### config.mk
export PLATFORM = sky130hd
export DESIGN_NAME = encoder_pend
export DESIGN_NICKNAME = d
export VERILOG_FILES = /design/src/rtl/encoder_pkg.sv /design/src/rtl/encoder_pend_prio_pick.sv /design/src/rtl/encoder_pend.sv
export SDC_FILE = /design/constraint.sdc
export NUM_CORES = 1
export LEC_CHECK = 0
export ABC_CLOCK_PERIOD_IN_PS = 1500
export CAP_MARGIN = 20
export CORE_MARGIN = 3
export CORE_UTILIZATION = 45
export DETAILED_ROUTE_END_ITERATION = 12
export PLACE_DENSITY_LB_ADDON = 0.1
export SLEW_MARGIN = 25
export SYNTH_ARGS = -nofsm -noshare
export SYNTH_HDL_FRONTEND = slang
export SYNTH_SLANG_ARGS = --single-unit
### constraint.sdc
create_clock -name clk -period 1.5 [get_ports clk]
set_input_delay 0.3 -clock clk [delete_from_list [all_inputs] [get_ports clk]]
set_output_delay 0.3 -clock clk [all_outputs]
set_load 0.02 [all_outputs]
### src/rtl/encoder_pkg.sv
// Shared types and helpers for the pending-request encoder.
// Index width, state encoding and one-hot expansion.
package encoder_pkg;

  localparam int N_REQ = 8;
  localparam int IDX_W = 3;

  typedef enum logic {
    IDLE    = 1'b0,
    PRESENT = 1'b1
  } state_t;

  function automatic logic [N_REQ-1:0] onehot(
    input logic [IDX_W-1:0] idx
  );
    onehot = {{(N_REQ-1){1'b0}}, 1'b1} << idx;
  endfunction

endpackage

### src/rtl/encoder_pend_prio_pick.sv
// Combinational priority picker over an 8-bit vector.
// PRIO_HIGH selects whether bit 7 or bit 0 wins.
module prio_pick
  import encoder_pkg::*;
#(
  parameter bit PRIO_HIGH = 1'b1
) (
  input  logic [N_REQ-1:0] vec,
  output logic [IDX_W-1:0] idx,
  output logic             any
);

  always_comb begin
    idx = '0;
    any = |vec;
    if (PRIO_HIGH) begin
      for (int i = 0; i < N_REQ; i++)
        if (vec[i]) idx = IDX_W'(i);
    end else begin
      for (int i = N_REQ - 1; i >= 0; i--)
        if (vec[i]) idx = IDX_W'(i);
    end
  end

endmodule

### src/rtl/encoder_pend.sv
// Sticky 8-to-3 pending encoder with valid/ready output.
// A bit clears only when its code is accepted; set beats clear.
module encoder_pend
  import encoder_pkg::*;
#(
  parameter bit PRIO_HIGH = 1'b1,
  parameter bit EDGE_MODE = 1'b1
) (
  input  logic       clk,
  input  logic       rst_n,
  input  logic       enable,
  input  logic [7:0] req,
  input  logic       out_ready,
  output logic       out_valid,
  output logic       a,
  output logic       b,
  output logic       c,
  output logic [7:0] pending,
  output logic       dropped
);

  state_t           state, state_n;
  logic [N_REQ-1:0] req_q;
  logic [N_REQ-1:0] ev, cap, clr;
  logic [N_REQ-1:0] pending_n;
  logic [IDX_W-1:0] code, code_n;
  logic [IDX_W-1:0] win;
  logic             win_any;
  logic             valid_n;
  logic             dropped_n;

  prio_pick #(
    .PRIO_HIGH (PRIO_HIGH)
  ) u_pick (
    .vec (pending),
    .idx (win),
    .any (win_any)
  );

  assign ev  = EDGE_MODE ? (req & ~req_q) : req;
  assign cap = enable ? ev : '0;

  always_comb begin
    state_n = state;
    valid_n = out_valid;
    code_n  = code;
    clr     = '0;
    unique case (state)
      IDLE: begin
        if (win_any) begin
          valid_n = 1'b1;
          code_n  = win;
          state_n = PRESENT;
        end
      end
      PRESENT: begin
        if (out_ready) begin
          clr     = onehot(code);
          valid_n = 1'b0;
          code_n  = '0;
          state_n = IDLE;
        end
      end
      default: state_n = IDLE;
    endcase
  end

  // Capture is OR'd in after the clear so a same-cycle event survives.
  assign pending_n = (pending & ~clr) | cap;
  assign dropped_n = |(cap & pending & ~clr);

  always_ff @(posedge clk) begin
    if (!rst_n) begin
      state     <= IDLE;
      req_q     <= '0;
      pending   <= '0;
      out_valid <= 1'b0;
      code      <= '0;
      dropped   <= 1'b0;
    end else begin
      state     <= state_n;
      req_q     <= req;
      pending   <= pending_n;
      out_valid <= valid_n;
      code      <= code_n;
      dropped   <= dropped_n;
    end
  end

  assign {a, b, c} = code;

endmodule

==> Word-level counts from Yosys, hierarchy flattened <==
Index checks and enable logic that the tools add are counted.
{ "classes": {"n_eq_ne": 2, "n_shift": 1, "mux": 19, "n_bitwise": 8, "reduce_logical": 3} }
{ "ops": {"columns": ["operator", "n"], "rows": [
  ["$and A8 B8 Y8", 4],
  ["$mux W8", 3],
  ["$mux W3", 6],
  ["$not A8 Y8", 2],
  ["$reduce_or A8 Y1", 2],
  ["$or A8 B8 Y8", 1],
  ["$shl A1 B3 Y8 const A", 1],
  ["$pmux W3 S2", 1],
  ["$mux W1", 5],
  ["$mux W2", 2],
  ["$pmux W1 S2", 2],
  ["$ne A2 B1 Y1 const B", 1],
  ["$ne A2 B2 Y1 const B", 1],
  ["$reduce_and A2 Y1", 1],
  ["$not A1 Y1", 1]
]} }
{ "totals": {"reg_bits": 22, "wordCells": 39} }

==> Logic depth before layout (Yosys ltp) <==
{ "logic_depth": {"word_depth": 9, "depth_mapped": 5} }

==> Cells and area by module <==
Synthesis repeated with hierarchy kept, for this count alone.
{ "unflattened": {"cells_unflattened": 105, "area_unflattened_um2": 970.9} }
{ "modules_own_cells": {"columns": ["module", "instances", "cells_each", "area_per_inst_um2"], "rows": [
  ["encoder_pend", 1, 93, 904.6],
  ["prio_pick", 1, 12, 66.3]
]} }

==> Worst setup path after synthesis <==
Ideal clock, no wire load.
{ "synth_timing": {"path_kind": "reg-to-reg", "start": "register code[1]", "end": "register dropped", "setup_ns": 0.134, "arrival_ns": 1.234, "setup_slack_ns": 0.132, "path_stages_with_launch": 6, "path_buffers": 0, "period_less_slack_ns": 1.368, "cell_sequence": "dfxtp_1 nand3_1 o21ai_1 o32ai_1 nor3_1 a41oi_1"} }
{ "synth_between": {"elab_chain_cells": 6} }
{ "synth_rtl": {"columns": ["item", "line_no", "rtl"], "rows": [
  ["from (decl)", "encoder_pend.sv:26", "logic [IDX_W-1:0] code, code_n;"],
  ["from (signal assigned)", "encoder_pend.sv:85", "code <= code_n;"],
  ["$shl A1 B3 Y8", "encoder_pkg.sv:16", "onehot = {{(N_REQ-1){1'b0}}, 1'b1} << idx;"],
  ["$mux W8", "encoder_pend.sv:57", "if (out_ready) begin"],
  ["$mux W8", "encoder_pend.sv:48", "unique case (state)"],
  ["$not A8 Y8", "encoder_pend.sv:70", "assign dropped_n = |(cap & pending & ~clr);"],
  ["$and A8 B8 Y8", "encoder_pend.sv:70", null],
  ["$reduce_or A8 Y1", "encoder_pend.sv:70", null],
  ["to (signal assigned)", "encoder_pend.sv:86", "dropped <= dropped_n;"],
  ["to (decl)", "encoder_pend.sv:19", "output logic dropped"]
]} }
No other way between the ends.
A chain may end at the register's enable or synchronous reset.

==> Worst setup path in the final report <==
{ "layout_timing": {"start": "register pending[5]", "end": "output port pending[5]"} }
{ "layout_lines": {"columns": ["item", "line_no", "rtl"], "rows": [
  ["from (decl)", "encoder_pend.sv:18", "output logic [7:0] pending,"],
  ["from (signal assigned)", "encoder_pend.sv:83", "pending <= pending_n;"]
]} }
No word-level cell between the ends.

==> impl_metrics.prom <==
# TYPE chip_impl_metric gauge
chip_impl_info{name="outcome",value="completed"} 1
chip_impl_metric{name="power_frac_seq",unit="%"} 55.7
chip_impl_metric{name="drt-pass1-iter-count",unit=""} 4
chip_impl_metric{name="p_leak",unit="nW"} 0.524
chip_impl_metric{name="share_of_total_power_consumed_by_net_switching",unit="%"} 30.8
chip_impl_metric{name="fin_crit_sh",unit="%"} 96.5
chip_impl_metric{name="number_of_vias_per_cell",unit=""} 5.37
chip_impl_metric{name="worst-path-max-fanout",unit=""} 5
chip_impl_metric{name="fin_worst_skew",unit="ps"} 6.25
chip_impl_metric{name="synth.net_count",unit=""} 115
chip_impl_metric{name="design.portCount",unit=""} 25
chip_impl_metric{name="place.port_buffers",unit=""} 24
chip_impl_metric{name="share_clk_of_total_power",unit="%"} 21.6
chip_impl_metric{name="cts_sinks",unit=""} 22
chip_impl_info{name="synthTopCellsByCount",value="sky130_fd_sc_hd__dfxtp_1 (22), sky130_fd_sc_hd__and2_1 (8), sky130_fd_sc_hd__a21boi_0 (7), sky130_fd_sc_hd__nand3b_1 (7)"} 1
chip_impl_metric{name="effective_utilization_at_floorplan",unit="%"} 48.0
chip_impl_metric{name="worst_setup_hold_path_clk_slew",unit="ps"} 120
chip_impl_metric{name="synthToLayoutAreaGrowth",unit="%"} 37.9
chip_impl_metric{name="antenna_cells",unit=""} 0
chip_impl_metric{name="die_area",unit="sq um"} 2700
chip_impl_metric{name="synth_enable_flop_cells",unit=""} 0
chip_impl_metric{name="clock_insertion_delay_worst_skew",unit="ps"} 310
chip_impl_metric{name="timing.max_cap.violations",unit=""} 0
chip_impl_metric{name="multiInputGateArea",unit="sq um"} 534
chip_impl_metric{name="layout-drive-gt1-share",unit="%"} 16.0
chip_impl_metric{name="cts_inserted_buffers",unit=""} 3
chip_impl_metric{name="grt_use_total",unit="%"} 19.5
chip_impl_info{name="hp-class",value="reg -> reg"} 1
chip_impl_metric{name="finalWeightedCongestion",unit=""} 0.801
chip_impl_metric{name="worst_ep_arrival_time",unit="ps"} 1150
chip_impl_metric{name="postSynthCellCount",unit=""} 103
chip_impl_metric{name="cts_max_level",unit=""} 1
chip_impl_info{name="crit_path_cell_trace",value="dlygate4sd2_1"} 1
chip_impl_metric{name="syn_avg_cell_area",unit="sq um"} 9.23
chip_impl_metric{name="max-slew-margin-rel",unit="%"} 75.6
chip_impl_metric{name="netlist_area",unit="sq um"} 951
chip_impl_metric{name="dp.cells",unit=""} 154
chip_impl_metric{name="yosys_register_bits",unit=""} 22
chip_impl_metric{name="fin_crit",unit="ps"} 1450
chip_impl_info{name="synth_area_leaders",value="sky130_fd_sc_hd__dfxtp_1 (46%), sky130_fd_sc_hd__a21boi_0 (5.5%), sky130_fd_sc_hd__nand3b_1 (5.5%)"} 1
chip_impl_metric{name="synth-async-reset-ratio",unit="%"} 0
chip_impl_metric{name="comb_power_share",unit="%"} 22.6
chip_impl_metric{name="routed_wl",unit="microns"} 2200
chip_impl_metric{name="crit_buf_inv",unit=""} 1
chip_impl_metric{name="cts_max_path_buffers",unit=""} 2
chip_impl_metric{name="globalRouteOverflowTotal",unit=""} 0
chip_impl_metric{name="synthDominantCellAreaShare",unit="%"} 46.3
chip_impl_info{name="synth_most_common_cell",value="sky130_fd_sc_hd__dfxtp_1"} 1
chip_impl_metric{name="ant_nets",unit=""} 0
chip_impl_info{name="synth_area_leader_cell",value="sky130_fd_sc_hd__dfxtp_1"} 1
chip_impl_metric{name="grt_first_pass_wirelength",unit="microns"} 3820
chip_impl_metric{name="placement.cell_area",unit="sq um"} 1240
chip_impl_metric{name="die-height",unit="microns"} 52.0
chip_impl_metric{name="tightest_slew",unit="ps"} 361
chip_impl_metric{name="post_synthesis_sequential_area_ratio",unit="%"} 46.3
chip_impl_metric{name="worst_ir_drop_vdd",unit="V"} 0.000638
chip_impl_info{name="critical-path-slowest-cell",value="sky130_fd_sc_hd__dfxtp_1"} 1
chip_impl_metric{name="drc",unit=""} 0
chip_impl_metric{name="cellPowerDensity",unit="nW/um^2"} 957
chip_impl_metric{name="worst_stage_delay_on_the_critical_path",unit="ps"} 470
chip_impl_metric{name="final_std_cell_area_no_fill",unit="sq um"} 1310
chip_impl_metric{name="number_of_global_route_vias_before_repair",unit=""} 816
chip_impl_metric{name="synth_cell_types",unit=""} 30
chip_impl_metric{name="grt_start_max_net_pins",unit=""} 22
chip_impl_metric{name="setup-tns-final",unit="ps"} 0
chip_impl_info{name="cpLargestDelayFamily",value="flip-flops"} 1
chip_impl_info{name="criticalPathCategory",value="reg -> out"} 1
chip_impl_metric{name="placeableCoreArea",unit="sq um"} 1980
chip_impl_metric{name="routed_wire_length_per_instance",unit="microns"} 13.9
chip_impl_metric{name="rows",unit=""} 16
chip_impl_metric{name="final.hold.worst_slack",unit="ps"} 479
chip_impl_metric{name="fillerInstances",unit=""} 167
chip_impl_metric{name="synth-warning-count",unit=""} 0
chip_impl_info{name="synth_top_flop_cell",value="sky130_fd_sc_hd__dfxtp_1"} 1
chip_impl_info{name="timing.critical_path.from_type",value="register"} 1
chip_impl_metric{name="layoutNonFillerInstCount",unit=""} 158
chip_impl_metric{name="power",unit="mW"} 1.25
chip_impl_info{name="critPathCaptureType",value="output pin"} 1
chip_impl_metric{name="report.final.setup_viol",unit=""} 0
chip_impl_info{name="tritoncts",value="done"} 1
chip_impl_metric{name="detailedPlacementHpwl",unit="microns"} 1580
chip_impl_info{name="cts_root_buf",value="sky130_fd_sc_hd__clkbuf_4"} 1
chip_impl_metric{name="num-nets-final",unit=""} 145
chip_impl_metric{name="p_int",unit="uW"} 868
chip_impl_info{name="grt_setup_unrepaired",value="true"} 1
chip_impl_metric{name="timing_max_transition_violations_final",unit=""} 0
chip_impl_metric{name="initialDrtViolationCount",unit=""} 9
chip_impl_metric{name="critical_path_required",unit="ps"} 1200
chip_impl_metric{name="number_of_antenna_violations_at_the_first_check_in_global_routing",unit=""} 0
chip_impl_metric{name="maxClockFrequency",unit="MHz"} 691
chip_impl_metric{name="die_x",unit="microns"} 52.0
chip_impl_metric{name="p_sw",unit="uW"} 387
chip_impl_metric{name="via_count",unit=""} 849
chip_impl_metric{name="final_hold_viol_count",unit=""} 0
chip_impl_metric{name="layout.area.seq",unit="sq um"} 449
repair_timing:
| item | 4_1_cts | 5_1_grt |
|---|---|---|
| setup endpoints to repair | 14 | 4 |
| pin swaps | 0 | 3 |
| hold buffers | 0 | 0 |
| gates resized for setup | 17 | 12 |
| buffers inserted | 0 | 1 |
kinds of logic (layout without fill, tap and decap cells):
kind of cell	after synthesis	count (layout)	synth area share, %
buffers and inverters	7	35	2.76
flip-flops	22	22	46.3
AO/OA/AOI/OAI	27	27	20.5
AND/OR/NAND/NOR	47	47	30.4
cell usage in the layout (no fill, tap or decap), types with 3 or more instances in the layout:
| cell type | synthesis | routed |
|---|---|---|
| sky130_fd_sc_hd__nor3b_1 | 4 | 4 |
| sky130_fd_sc_hd__clkbuf_4 | 0 | 3 |
| sky130_fd_sc_hd__a21boi_0 | 7 | 7 |
| sky130_fd_sc_hd__inv_1 | 4 | 4 |
| sky130_fd_sc_hd__nand2b_1 | 4 | 3 |
| sky130_fd_sc_hd__nand2_1 | 5 | 5 |
| sky130_fd_sc_hd__clkdlybuf4s50_1 | 0 | 10 |
| sky130_fd_sc_hd__nand3b_1 | 7 | 7 |
| sky130_fd_sc_hd__and2_1 | 8 | 8 |
| sky130_fd_sc_hd__buf_4 | 0 | 4 |
| sky130_fd_sc_hd__dlygate4sd2_1 | 0 | 13 |
| sky130_fd_sc_hd__nor2b_1 | 4 | 4 |
| sky130_fd_sc_hd__dfxtp_2 | 0 | 4 |
| sky130_fd_sc_hd__nor2_1 | 5 | 5 |
| sky130_fd_sc_hd__a21oi_1 | 4 | 4 |
| sky130_fd_sc_hd__dfxtp_1 | 22 | 17 |
worst paths after layout:
kind | startpoint | depth (start not counted) | to | slack [ps]
max reg2reg | code[0]$_SDFFE_PN0P_ | 5 | dropped$_SDFF_PN0_ | 60
min | out_valid$_SDFFE_PN0P_ | 2 | out_valid$_SDFFE_PN0P_ | 480
min reg2reg | out_valid$_SDFFE_PN0P_ | 2 | out_valid$_SDFFE_PN0P_ | 480
max | pending[5]$_SDFF_PN0_ | 1 | pending[5] | 50
power groups by stage:
stage	sequential, mW	clock [mW]	combinational [mW]
2_1_floorplan	0.725	0	0.126
3_3_place_gp	0.696	0	0.284
3_5_place_dp	0.697	0	0.291
4_1_cts	0.686	0.272	0.276
5_1_grt	0.708	0.306	0.314
6_report	0.699	0.271	0.284
sequential cells by signal, indices dropped and copies added, names as in the netlist:
name and flops:
pending 8, req_q 8, code 3, dropped 1, out_valid 1, state 1
per-layer routing:
layer | share of wire [%] | vias to the layer above | track usage (%) | wire length (microns)
li1 | - | 425 | - | -
met2 | 50 | 29 | 31.8 | 1100
met5 | 0 | - | 0 | 0
met4 | 2.0 | 0 | 9.17 | 44
met3 | 5.4 | 6 | 3.44 | 118
met1 | 43 | 389 | 24.7 | 935
cell type report:
class,count,area share (%)
multi-input cells,74,40.7
flip-flops and latches,22,34.3
repair buffers,28,19.6
well taps,27,2.58
clock buffers,3,1.72
inverters,4,1.15
through the flow:
step           setup WS [ps]  utilization, %
3_5_place_dp            -362            62.4
6_report                52.4            66.2
4_1_cts                 1.05            63.6
2_1_floorplan            132               -
3_3_place_gp            -322            62.4
5_1_grt                -14.6            66.2
No activity file was read; power rests on OpenSTA's default activity.
==> variant 1: new RTL, config.mk and constraints unchanged <==
Reset style: asynchronous (`rst_n`), changed in one clocked block.
--- a/src/rtl/encoder_pend.sv
+++ b/src/rtl/encoder_pend.sv
@@ -70,5 +70,5 @@
   assign dropped_n = |(cap & pending & ~clr);
 
-  always_ff @(posedge clk) begin
+  always_ff @(posedge clk or negedge rst_n) begin
     if (!rst_n) begin
       state     <= IDLE;
Check against the original RTL: differs if rst_n is asserted again (counterexample within 4 cycles, from zero or initial values and one cycle with rst_n low); with rst_n held inactive, the same outputs for 10 cycles.
==> variant 1 against the original RTL <==
The flow now finishes with violations (setup timing). First-iteration DRC count is 11% lower. Global-route usage down 0.66 points. Core utilization grew 11 points. Area after synthesis down 0.92%. Sequential cell count unchanged. Worst hold slack got worse by 0.17 ns. Clock skew rose by 0.0052 ns. Sequential share of layout area increased by 5.1 points. Routed wire length grew 5.7%. Synthesized cell count shrank 20%. Setup slack lost 0.20 ns. Critical path depth grew 3. Final area up 8.4%. Critical path type is now reg2reg.
Power is not compared: it rests on default switching activity, and its combinational part moved more than twofold at a synthesized area within 25%.
==> variant 1: results (changes against the original RTL) <==
- Async SR Flop Fraction: 100%, was 0%
- final setup margin: -0.147 ns, was 0.0524 ns
- RePlAce Congestion: 0.852, was 0.801
- sort of element at the start of the critical path: flip-flop, unchanged
- DP Area: 1290 µm², was 1240 µm²
- vias post-DR: 825, was 849
- Mapped Nets: 94, was 115
- XOR/XNOR share of the synthesized area: 0%, unchanged
- number of CTS-inserted buffers: 3, unchanged
- list of most frequent post-synthesis cells: dfrtp_1, inv_1, nand2b_1, was dfxtp_1, and2_1, a21boi_0, nand3b_1
- layout net count: 138, was 145
- largest registers: pending: 8 flops, req_q: 8 flops, code: 3 flops, unchanged
- run status: complete, but fails checks, was finished clean
- Max Fanout on Critical Path: 6, was 5
- antenna cells: 0, unchanged
- largest net degree at the start of global routing: 23, was 22
- VDD IR-drop max: 944 µV
- Fin Clk Skew: 0.0114 ns, was 0.00625 ns
- arrival time of the worst setup path: 1.86 ns, was 1.15 ns
- source of the worst register-to-register timing path: code[2], was code[0]
- path type of the worst min-delay path: in2async, was reg2reg
- Clock Latency Late Sink: 0.32 ns
- Post-Place Setup Slack: -0.536 ns, was -0.362 ns
- Synth cell types: 27, was 30
- actual slew at the worst max-slew pin: 0.486 ns, was 0.361 ns
- wire length of the first global-routing pass: 3.60 mm, was 3.82 mm
- number of buffers between clock root and the deepest sink: 2, unchanged
- setup violators final: 1, was 0
- fraction of layout instances using a drive strength above 1: 29.6%, was 16.0%
- First DRT Iteration DRCs: 8, was 9
- detailed placement HPWL: 1.59 mm, was 1.58 mm
- DR WL/cell: 15.5 µm, was 13.9 µm
- htree depth: 1, unchanged
- main area contributors after synthesis: dfrtp_1, o41ai_2, nand2b_1, was dfxtp_1, a21boi_0, nand3b_1
- count of buffers inserted at the top-level ports: 24, unchanged
- sequential-to-total area share from yosys stat: 58.4%, was 46.3%
- failing checks: setup timing
- antenna violations before repair: 0, unchanged
- Overall Global Routing Usage: 18.9%, was 19.5%
- number of global-route vias before repair: 813, was 816
- compound-gate portion of the synthesized area: 22.3%, was 20.5%
- number of detailed-route iterations in the first pass: 4, unchanged
- YS warnings: 0, unchanged
- LEAKAGE: 0.000631 µW
- Clock Root Buffer: clkbuf_4, unchanged
- Post-synth top flop: dfrtp_1, was dfxtp_1
- number of cell instances on the worst register-to-register path: 4, was 5
- clock transition at the register clock pins on the worst setup and hold paths after CTS: 0.12 ns, about the same
- Total Negative Setup Slacks: -0.147 ns, was 0 ns
- multiplexer fraction of the synthesized cell area: 0%, unchanged
- synthesized-area fraction occupied by adder cells: 0%, unchanged
[variant 1: cell types whose count changed after synthesis, moves of 3 or more]
| cell | before | now |
|---|---|---|
| a21boi_0 | 7 | 0 |
| and2_1 | 8 | 1 |
| clkbuf_1 | 3 | 0 |
| dfrtp_1 | 0 | 22 |
| dfxtp_1 | 22 | 0 |
| inv_1 | 4 | 7 |
| nand2b_1 | 4 | 7 |
| nand3b_1 | 7 | 2 |
| nor2b_1 | 4 | 0 |
| o21ai_0 | 0 | 5 |
| o41ai_2 | 0 | 3 |
[variant 1: worst max-delay path, cell delays in order (launching register included)]
cell	delay, ns
dfrtp_2	0.48
inv_2	0.11
o41ai_4	0.40
o32ai_1	0.12
o41a_1	0.42
[variant 1: layer usage]
metal	wire (µm)	up-vias	global-route usage, %
met5	0	-	0
li1	-	395	-
met4	57	0	11.8
met3	110	4	4.58
met1	979	406	20.9
met2	1180	20	32.2
[variant 1: cells by family (layout without fill, tap and decap cells)]
| group | count (synthesis) | in the layout |
|---|---|---|
| flops | 22 | 22 |
| buf+inv | 8 | 51 |
| compound gates | 26 | 26 |
| simple gates | 26 | 26 |
[variant 1: path summary, 6_finish.rpt]
path	endpoint	slack, ns
max	dropped	-0.15
min reg2reg	pending[5]	0.46
max reg2reg	dropped	-0.15
max in group asynchronous	pending[5]	0.94
min in group clk	req_q[5]	0.45
min	code[2]	0.31
[variant 1: repair_timing]
item	CTS	global route
resized for setup	19	13
setup endpoints to repair	14	6
pin swaps	3	0
buffers inserted	2	3
[variant 1: metrics by stage]
stage                     total power, µW  instances
after global routing                 2800        150
final                                2630        150
after global placement               2150        141
after CTS                            2390        147
after detailed placement             2180        141
after floorplan                      1550         82
[variant 1: cell type report]
class                      instances  area [µm²]
tap                               25        31.3
multi-input combinational         52         442
clock buffer                       4        26.3
sequential                        22         559
fill                             141         418
timing repair buffer              39         333
inverter                           8        30.0
[variant 1: where the power goes]
group,internal [µW],switching [µW]
sequential,785,282
clock,104,176
combinational,617,667
total,1510,1130
==> variant 2: new RTL, config.mk and constraints unchanged <==
Without the edit above. `EDGE_MODE`: 1'b1 -> 1'b0.
--- a/src/rtl/encoder_pend.sv
+++ b/src/rtl/encoder_pend.sv
@@ -5,5 +5,5 @@
 #(
   parameter bit PRIO_HIGH = 1'b1,
-  parameter bit EDGE_MODE = 1'b1
+  parameter bit EDGE_MODE = 1'b0
 ) (
   input  logic       clk,
Check against the original RTL: not equivalent (a bounded check fails within 4 cycles, from zero or initial values and one cycle with rst_n low).
==> variant 2 against the original RTL <==
Sequential cell count is 8 lower. Critical path depth stayed put. Routed wire length is 16% lower. Synthesized cell count down 17%. Cell count is 15% lower. Final area shrank 21%. Sequential power decreased by 37%. Total power is 19% lower. Count of clock-buffer cells in the layout is 1 higher. Via count decreased by 13%. Setup slack gained 0.019 ns. Area after synthesis shrank 25%. Combinational power increased by 5%. Critical endpoint is now pending[4]. Largest cell class unchanged. Largest power group unchanged.
==> variant 2: results (changes against the original RTL) <==
- actual slew at the worst max-slew pin: 0.337 ns, was 0.361 ns
- number of CTS-inserted buffers: 3, unchanged
- Critical R2R Capture: dropped, unchanged
- count of cells along the worst hold path: 2, unchanged
- antenna cells: 0, unchanged
- run status: finished clean, unchanged
- arrival time of the worst setup path: 1.13 ns, was 1.15 ns
- First DRT Iteration DRCs: 23, was 9
- Async SR Flop Fraction: 0%, unchanged
- vias post-DR: 738, was 849
- Mapped Nets: 97, was 115
- list of most frequent post-synthesis cells: dfxtp_1, nor2_1, nand2_1, was dfxtp_1, and2_1, a21boi_0, nand3b_1
- antenna violation net count after detailed routing: 0, unchanged
- count of buffers inserted at the top-level ports: 24, unchanged
- largest registers: pending: 8 flops, code: 3 flops, was pending: 8 flops, req_q: 8 flops, code: 3 flops
- VDD IR-drop max: 639 µV, was 638 µV
- average vias per placed instance: 5.51, was 5.37
- sort of element at the start of the critical path: flip-flop, unchanged
- Max Fanout on Critical Path: 6, was 5
- detailed placement HPWL: 1.43 mm, was 1.58 mm
- antenna violations before repair: 0, unchanged
- main area contributors after synthesis: dfxtp_1, nor2_1, a21oi_1, was dfxtp_1, a21boi_0, nand3b_1
- fraction of layout instances using a drive strength above 1: 14.3%, was 16.0%
- number of global-route vias before repair: 691, was 816
- minimum setup slack among reg-to-reg paths: 0.18 ns, was 0.06 ns
- Clock Latency Late Sink: 0.30 ns
- Overall Global Routing Usage: 21.4%, was 19.5%
- DP Area: 1010 µm², was 1240 µm²
- syn avg cell area: 8.35 µm², was 9.23 µm²
- hold path endpoint: out_valid, unchanged
- htree depth: 1, unchanged
- LEAKAGE: 0.000462 µW, was 0.000524 µW
- clock transition at the register clock pins on the worst setup and hold paths after CTS: 0.09 ns, was 0.12 ns
- Post-Place Setup Slack: -0.184 ns, was -0.362 ns
- path type of the worst min-delay path: reg2reg, unchanged
- number of detailed-route iterations in the first pass: 4, unchanged
- number of cell instances on the worst register-to-register path: 5, unchanged
- cell with the biggest individual delay on the critical path: dfxtp_1, unchanged
- Synth cell types: 27, was 30
- layout net count: 132, was 145
- RePlAce Congestion: 0.870, was 0.801
- total length of routed wires: 1.85 mm, was 2.20 mm
- YS warnings: 0, unchanged
- Fin Clk Skew: 0.00805 ns, was 0.00625 ns
- source of the worst register-to-register timing path: state, was code[0]
- wire length of the first global-routing pass: 3.13 mm, was 3.82 mm
- Worst path max stage delay: 0.46 ns
- largest net degree at the start of global routing: 10, was 22
- number of fill cells in the layout: 114, was 167
- cell type group with the largest total delay on the critical path: flip-flops, unchanged
- sequential-to-total area share from yosys stat: 39.5%, was 46.3%
- Hold Slack: 0.480 ns, was 0.479 ns
- Clock Root Buffer: clkbuf_4, unchanged
- hold path startpoint: out_valid, unchanged
- Post-synth top flop: dfxtp_1, unchanged
- number of buffers between clock root and the deepest sink: 2, unchanged
[variant 2: layer usage]
layer | global-route usage [%] | wire, µm | up-vias
li1 | - | - | 373
met1 | 28.2 | 812 | 328
met2 | 30.6 | 828 | 32
met3 | 6.32 | 165 | 5
met4 | 12.5 | 40 | 0
met5 | 0 | 0 | -
[variant 2: cell type report]
class,instances,area (µm²),area share (%)
Multi-Input combinational cell,65,399,38.6
Clock buffer,4,36.3,3.51
Tap cell,15,18.8,1.82
Sequential cell,14,280,27.1
Inverter,4,15.0,1.45
Timing Repair Buffer,32,284,27.5
[variant 2: worst max-delay path by stage]
stage	cells after the start	to	start	slack, ns
floorplan	5	dropped	code[2]	0.23
global route	6	dropped	out_ready	0.005
CTS	1	pending[4]	pending[4]	0.07
global placement	5	dropped	out_ready	-0.14
finish	1	pending[4]	pending[4]	0.07
detailed placement	5	dropped	out_ready	-0.18
[variant 2: worst register-to-register path, stage by stage, from the launching register on]
cell and delay [ns]:
dfxtp_1 0.43, and3_1 0.31, buf_4 0.16, a21oi_1 0.07, nor4_2 0.13, a31oi_1 0.10
[variant 2: power breakdown]
part,leakage [µW],total (µW),internal (µW),switching (µW)
clock network,0.0000210,283,148,135
registers,0.000116,438,406,32.1
logic,0.000325,298,139,159
total,0.000462,1020,693,326
[variant 2: repair_timing]
| action | in CTS | in global routing |
|---|---|---|
| setup endpoints to repair | 13 | 0 |
| buffers inserted | 0 | 0 |
| gates resized for setup | 13 | 0 |
| endpoints found under the hold margin | 0 | 0 |
[variant 2: cells by family after synthesis]
family	after synthesis	share of synthesized area [%]
AO/OA/AOI/OAI	28	26.6
buffers and inverters	6	4.23
flip-flops	14	39.5
AND/OR/NAND/NOR	37	29.6
